File: src/rtl/bcd_disp_sched.sv
// bcd_disp_sched: round-robin scheduler sharing one binary-to-BCD converter among 4 requesters,
// with a timeout on the converter and a registered display result.
module bcd_disp_sched #(
  parameter int TIMEOUT = 15
) (
  input  logic        i_clk,
  input  logic        i_clr,
  input  logic [3:0]  i_req,
  input  logic [31:0] i_val,
  output logic        o_conv_start,
  output logic [7:0]  o_conv_din,
  input  logic        i_conv_done,
  input  logic [11:0] i_conv_bcd,
  output logic [3:0]  o_ack,
  output logic [11:0] o_disp_bcd,
  output logic [1:0]  o_disp_src,
  output logic        o_disp_valid,
  output logic        o_err
);
  typedef enum logic [1:0] {IDLE, LOAD, WAIT, ACK} state_t;
  state_t      r_state;
  logic [1:0]  r_ptr, r_gnt, w_gnt;
  logic [7:0]  r_timer;
  logic [11:0] r_res;
  logic        w_expire, w_bad;
  // downward scan so the lowest offset from r_ptr wins
  always_comb begin
    w_gnt = r_ptr;
    for (int i = 3; i >= 0; i--)
      if (i_req[r_ptr + 2'(i)]) w_gnt = r_ptr + 2'(i);
  end
  assign w_expire = r_timer == 8'(TIMEOUT - 1);
  assign w_bad = (i_conv_bcd[11:8] > 4'd9) | (i_conv_bcd[7:4] > 4'd9) | (i_conv_bcd[3:0] > 4'd9);
  always_ff @(posedge i_clk or negedge i_clr) begin
    if (!i_clr) begin
      r_state      <= IDLE;
      r_ptr        <= '0;
      r_gnt        <= '0;
      r_timer      <= '0;
      r_res        <= '0;
      o_conv_start <= 1'b0;
      o_conv_din   <= '0;
      o_ack        <= '0;
      o_disp_bcd   <= '0;
      o_disp_src   <= '0;
      o_disp_valid <= 1'b0;
      o_err        <= 1'b0;
    end else begin
      o_conv_start <= 1'b0;
      o_ack        <= '0;
      case (r_state)
        IDLE: if (|i_req) begin
          r_gnt        <= w_gnt;
          o_conv_din   <= i_val[{w_gnt, 3'b000} +: 8];
          o_conv_start <= 1'b1;
          r_state      <= LOAD;
        end
        LOAD: begin
          r_timer <= '0;
          r_state <= WAIT;
        end
        WAIT: begin
          r_timer <= r_timer + 8'd1;
          // done beats a coincident expiry
          if (i_conv_done | w_expire) begin
            r_res   <= i_conv_done ? i_conv_bcd : 12'hFFF;
            o_err   <= o_err | ~i_conv_done | w_bad;
            o_ack   <= 4'b0001 << r_gnt;
            r_state <= ACK;
          end
        end
        default: begin
          o_disp_bcd   <= r_res;
          o_disp_src   <= r_gnt;
          o_disp_valid <= 1'b1;
          r_ptr        <= r_gnt + 2'd1;
          r_state      <= IDLE;
        end
      endcase
    end
  end
endmodule
File: config.mk
export PLATFORM = sky130hd
export DESIGN_NAME = bcd_disp_sched
export DESIGN_NICKNAME = d
export VERILOG_FILES = /design/src/rtl/bcd_disp_sched.sv
export SDC_FILE = /design/constraint.sdc
export NUM_CORES = 1
export LEC_CHECK = 0
export CORE_ASPECT_RATIO = 0.8
export CORE_MARGIN = 3
export CORE_UTILIZATION = 35
export CTS_BUF_LIST = sky130_fd_sc_hd__clkbuf_8
export DETAILED_ROUTE_END_ITERATION = 6
export GPL_ROUTABILITY_DRIVEN = 1
export PLACE_DENSITY = 0.71
export SYNTH_ARGS = -nofsm -noshare
export SYNTH_HDL_FRONTEND = slang
export SYNTH_SLANG_ARGS = --single-unit
File: constraint.sdc
create_clock -name i_clk -period 2.01 [get_ports i_clk]
set_input_delay 0.201 -clock i_clk [delete_from_list [all_inputs] [get_ports i_clk]]
set_output_delay 0.201 -clock i_clk [all_outputs]
set_load 0.05 [all_outputs]
* Word-level counts from Yosys, hierarchy flattened *
Cells that the tools add are included.

operators by class
  multiplexer cells = 21
  reduce and logical (&&, ||, !) cells = 7
  shift operators = 2
  add/sub/neg operators = 5
  magnitude comparators = 7
  equal/unequal tests = 5
  bitwise gates (word level) = 6

operators with widths
  kind                 count
  $shiftx 32x6->8      1
  $pmux 8 s2           1
  $gt 4x4->1 const B   3
  $lt 2x3->1 const B   4
  $mux 12              1
  $mux 2               6
  $add 8x1->8 const B  1
  $bmux 1 s2           4
  $eq 8x4->1 const B   1
  $mux 4               2
  $mux 1               6
  $pmux 2 s3           1
  $reduce_and 2->1     3
  $or 1x1->1           5
  $add 2x1->2 const B  2
  $add 2x2->2 const B  2
  $ne 2x2->1 const B   2
  $reduce_or 4->1      1
  $shl 1x2->4 const A  1
  $reduce_or 3->1      1
  $eq 2x1->1 const B   1
  $eq 2x2->1 const B   1
  $logic_not 2->1      1
  $reduce_bool 2->1    1
  $not 1->1            1

word-level totals
  flip-flop bits (word level) = 55
  output and inout bits = 29
  word-level logic and storage cells = 65
  bits of input ports = 51

* Longest topological paths before layout *
  depth in word-level cells = 8
  gate-level depth with buffers = 7
  gate-level depth less buffers = 6

* Least setup slack after synthesis *
No wires, ideal clock.

  path type = reg-to-reg
  from = reg r_state[0]
  to = reg r_res[10]
  path buffers = 2
  slack = 218 ps
  library setup time = 65 ps
  stages on the path, launching flop included = 8
  data arrival time = 1727 ps
  clock period less this slack = 1792 ps
  required time = 1945 ps
  cell sequence = dfrtp_1 inv_1 ha_1 clkbuf_1 inv_1 nor2_1 clkbuf_1 o22a_1

on the way
  cells in the longest elaborated chain, start to end = 2

RTL lines
  element                     line  RTL
  start: declaration          21    state_t r_state;
  start signal: assignment    36    r_state <= IDLE;
  start signal: assignment    56    r_state <= LOAD;
  start signal: assignment    60    r_state <= WAIT;
  $eq 2x2->1                  51    case (r_state)
  $reduce_and 2->1 (no line)  --
  end signal: assignment      66    r_res <= i_conv_done ? i_conv_bcd : 12'hFFF;
  end: declaration            24    logic [11:0] r_res;

No other way between the ends.
A chain may end at the register's enable or synchronous reset.

* Final worst setup path *
  from = reg r_state[0]
  to = reg o_conv_din[1]

on the way
  cells in the longest elaborated chain, start to end = 2

RTL lines
  element                     line  RTL
  $logic_not 2->1             51
  $reduce_and 2->1 (no line)  --
  end signal: assignment      54    o_conv_din <= i_val[{w_gnt, 3'b000} +: 8];
  end: declaration            11    output logic [7:0] o_conv_din,

No other way between the ends.

==> qor.log <==
[route] Post-Route WL 6541 µm
[route] total DRC errors in the routed layout 0
[power] maximum vdd ir drop 0.0008006 V
[synthesis] top_reg_cell synth sky130_fd_sc_hd__dfrtp_1
[route] Via density 5.024
[layout] share of post-route cells with drive strength above 1 0.1526
[setup_path] reg2reg path depth 6
[setup_path] WP data required 2190 ps
[clocking] number of buffers inserted during clock tree synthesis 5
[min_path] Hold Crit Class in -> async
[synthesis] fraction of the yosys area taken by sequential cells 0.5172
[floorplanning] die area 8693 µm²
[clocking] clock slew at reported path FFs 100 ps
[layout] Multi-input gate area 1199 µm²
[layout] leading cell types in the layout, fill and taps excluded 78 x sky130_fd_sc_hd__clkdlybuf4s50_1, 55 x sky130_fd_sc_hd__dfrtp_1, 16 x sky130_fd_sc_hd__mux2_2
[timing] Slew Viols, Final 0
[layout] final-stage net count 381
[clocking] CTS Root Cell sky130_fd_sc_hd__clkbuf_8
[floorplanning] initial core utilization 0.3734
[timing] Max-slew headroom 0.4377
[global_route] largest net degree at the start of global routing 28
[synthesis] Unique masters post-synth 43
[placement] last weighted congestion value of the routability-driven placer 0.8296
[global_route] GRT overflow 0
[synthesis] post-synthesis cell count 231
[clocking] clk_lat worst skew 310 ps
[setup_path] path type of the worst setup path reg -> reg
[synthesis] Yosys warning total 0
[layout] layout overhead on the synthesized area 41.28%
[timing] transition time at the pin with the least slew margin 843.5 ps
[setup_path] category of the worst setup path capture point flop
[floorplanning] core footprint 7128 µm²
[layout] number of inserted diodes 0
[synthesis] proportion of netlist area held by the largest area contributor 0.5172
[timing] Setup-failing EPs final 0
[flow_run] MaxCap Viol Count 0
[layout] post-route cell area 3760 µm²
[route] via count 2120
[layout] commonest non-fill, non-tap cell in the layout sky130_fd_sc_hd__clkdlybuf4s50_1
[route] total iterations of the first detailed-routing run 4
[synthesis] average size of a mapped cell 11.52 µm²
[floorplanning] width of the chip 103.5 µm
[global_route] global-route wire length before repair 10990 µm
[setup_path] Crit Path Max Fanout 13
[synthesis] net count of the mapped netlist 291
[timing] Clock Skew 4.203 ps
[synthesis] total standard cell area after synthesis 2661 µm²
[timing] maximum clock frequency 530.1 MHz
[global_route] number of antenna violations at the first check in global routing 0
[power] static leakage 0.001555 µW
[route] Antenna Nets Post-Route 0
[clocking] buffer levels on the longest clock path 2
[global_route] number of global-route vias before repair 2157
[setup_path] data arrival at the endpoint of the critical path 2060 ps
[timing] setup total negative slack 0 ps
[power] power density over the cells 1481 nW/µm²
[synthesis] Post-synth EDFFs 0
[route] starting DRC count in detailed routing 79
[placement] Post-DP HPWL 4889 µm
[global_route] combined global-route utilization of all metal layers 0.1590
[placement] post-placement cell area 3659 µm²
[timing] Hold Vio Cnt, Final 0
[timing] final critical-path share of the clock period 0.9384
[timing] crit path time final 1886 ps
[clocking] CTS HTree Levels 2
[setup_path] type of element launching the critical path flop
[synthesis] top post-synthesis cells by area sky130_fd_sc_hd__dfrtp_1 52%, sky130_fd_sc_hd__mux2_2 6.8%, sky130_fd_sc_hd__ha_1 4.2%
[synthesis] number of register bits inferred by synthesis 55
[floorplanning] y dimension of the die 84.00 µm
[clocking] CTS tree built
[setup_path] Critical Path Source r_state[0]$_DFFE_PN0P_
[timing] unrepaired setup endpoints after global routing no
[placement] count of input and output buffers 79
[route] Routed WL per cell 15.50 µm
[floorplanning] # rows 27
[synthesis] largest area contributor in the netlist sky130_fd_sc_hd__dfrtp_1
[floorplanning] I/O pin total 80
[setup_path] launching point of the worst reg2reg path r_state[0]$_DFFE_PN0P_
[layout] area taken by flip-flops and latches 1376 µm²
[synthesis] share of synthesized flip-flops with an asynchronous set or reset 1.000
[layout] layout filler cell count 623
[status] result of the run completed
[clocking] Num Clock Sinks 55
timing repair:
| action | in CTS | in global routing |
|---|---|---|
| endpoints found under the hold margin | 16 | 0 |
| endpoints found under the setup margin | 0 | 1 |
| buffers inserted | 0 | 0 |
| resized for setup | 0 | 2 |
| hold buffers | 1 | 0 |
routing by layer:
layer | routed length, µm | vias to the layer above | track usage
li1 | - | 1028 | -
met1 | 3074 | 1054 | 0.2247
met2 | 3173 | 29 | 0.2436
met3 | 210 | 9 | 0.03759
met4 | 83 | 0 | 0.04000
met5 | 0 | - | 0
critical path: stages (launching register included):
cell                       delay (ps)
sky130_fd_sc_hd__dfrtp_1          430
sky130_fd_sc_hd__inv_1            100
sky130_fd_sc_hd__ha_1             230
sky130_fd_sc_hd__nor2b_1          210
sky130_fd_sc_hd__buf_4            230
sky130_fd_sc_hd__and3_1           410
sky130_fd_sc_hd__a211oi_1         140
report_power, final:
part / internal, µW / switching [µW]
Clock: 246 / 372
Sequential: 1550 / 254
Combinational: 1290 / 1860
Total: 3080 / 2480
synthesized netlist by cell type, types with 2 or more instances:
cell type / instances
sky130_fd_sc_hd__o21ai_0: 11
sky130_fd_sc_hd__ha_1: 9
sky130_fd_sc_hd__o31a_1: 7
sky130_fd_sc_hd__nor2_1: 13
sky130_fd_sc_hd__dfrtp_1: 55
sky130_fd_sc_hd__inv_1: 9
sky130_fd_sc_hd__and2_1: 4
sky130_fd_sc_hd__mux2i_1: 11
sky130_fd_sc_hd__o31ai_1: 3
sky130_fd_sc_hd__or2_2: 2
sky130_fd_sc_hd__a211oi_1: 12
sky130_fd_sc_hd__buf_6: 2
sky130_fd_sc_hd__nand2_1: 15
sky130_fd_sc_hd__mux2_2: 16
sky130_fd_sc_hd__and3_1: 3
sky130_fd_sc_hd__nand3_1: 4
sky130_fd_sc_hd__a21oi_1: 2
sky130_fd_sc_hd__a21o_1: 2
sky130_fd_sc_hd__nor2b_1: 5
sky130_fd_sc_hd__clkbuf_1: 8
sky130_fd_sc_hd__nor3_1: 3
sky130_fd_sc_hd__a211oi_2: 3
sky130_fd_sc_hd__o22a_1: 12
worst paths after layout:
path	to	slack [ps]
min reg2reg	o_err$_DFFE_PN0P_	480
max in group asynchronous	r_res[0]$_DFFE_PN0P_	1110
max reg2reg	o_conv_din[1]$_DFFE_PN0P_	120
min	o_conv_din[0]$_DFFE_PN0P_	370
min in group i_clk	r_res[8]$_DFFE_PN0P_	470
max	o_conv_din[1]$_DFFE_PN0P_	120
stage by stage:
stage	util	setup WS, ps	instances	hold slack [ps]	total power (µW)
final	0.5275	123.7	422	368.6	5567
after global placement	0.5133	-85.51	414	176.2	4903
after detailed placement	0.5133	-178.4	414	174.5	4979
after CTS	0.5268	126.9	422	376.3	5618
after floorplan	-	218.2	231	-94.59	3905
after global routing	0.5275	8.563	422	410.5	5934
cell type report:
cell class / instances / area share
inverters: 9 / 0.008985
clock buffers: 5 / 0.01830
clock inverters: 2 / 0.004659
repair buffers: 94 / 0.2496
well taps: 101 / 0.03361
multi-input cells: 156 / 0.3188
flip-flops and latches: 55 / 0.3661
sequential cells by signal, summed over array words and instances, names as in the netlist:
name and count:
o_disp_bcd 12, r_state 2, r_ptr 2, r_timer 8, o_err 1, o_disp_src 2
r_res 12, o_disp_valid 1, o_conv_din 8, o_ack 4, o_conv_start 1, r_gnt 2
cells by family (layout without fill, tap and decap cells):
group | after synthesis | after routing | share of synthesized area
buffers and inverters | 20 | 110 | 0.03432
and+or+nand+nor | 58 | 58 | 0.1161
AOI/OAI and AO/OA | 62 | 62 | 0.1810
muxes | 27 | 27 | 0.1091
adders and majority gates | 9 | 9 | 0.04231
DFF | 55 | 55 | 0.5172
Note: power is estimated with default switching activity, not from simulation.
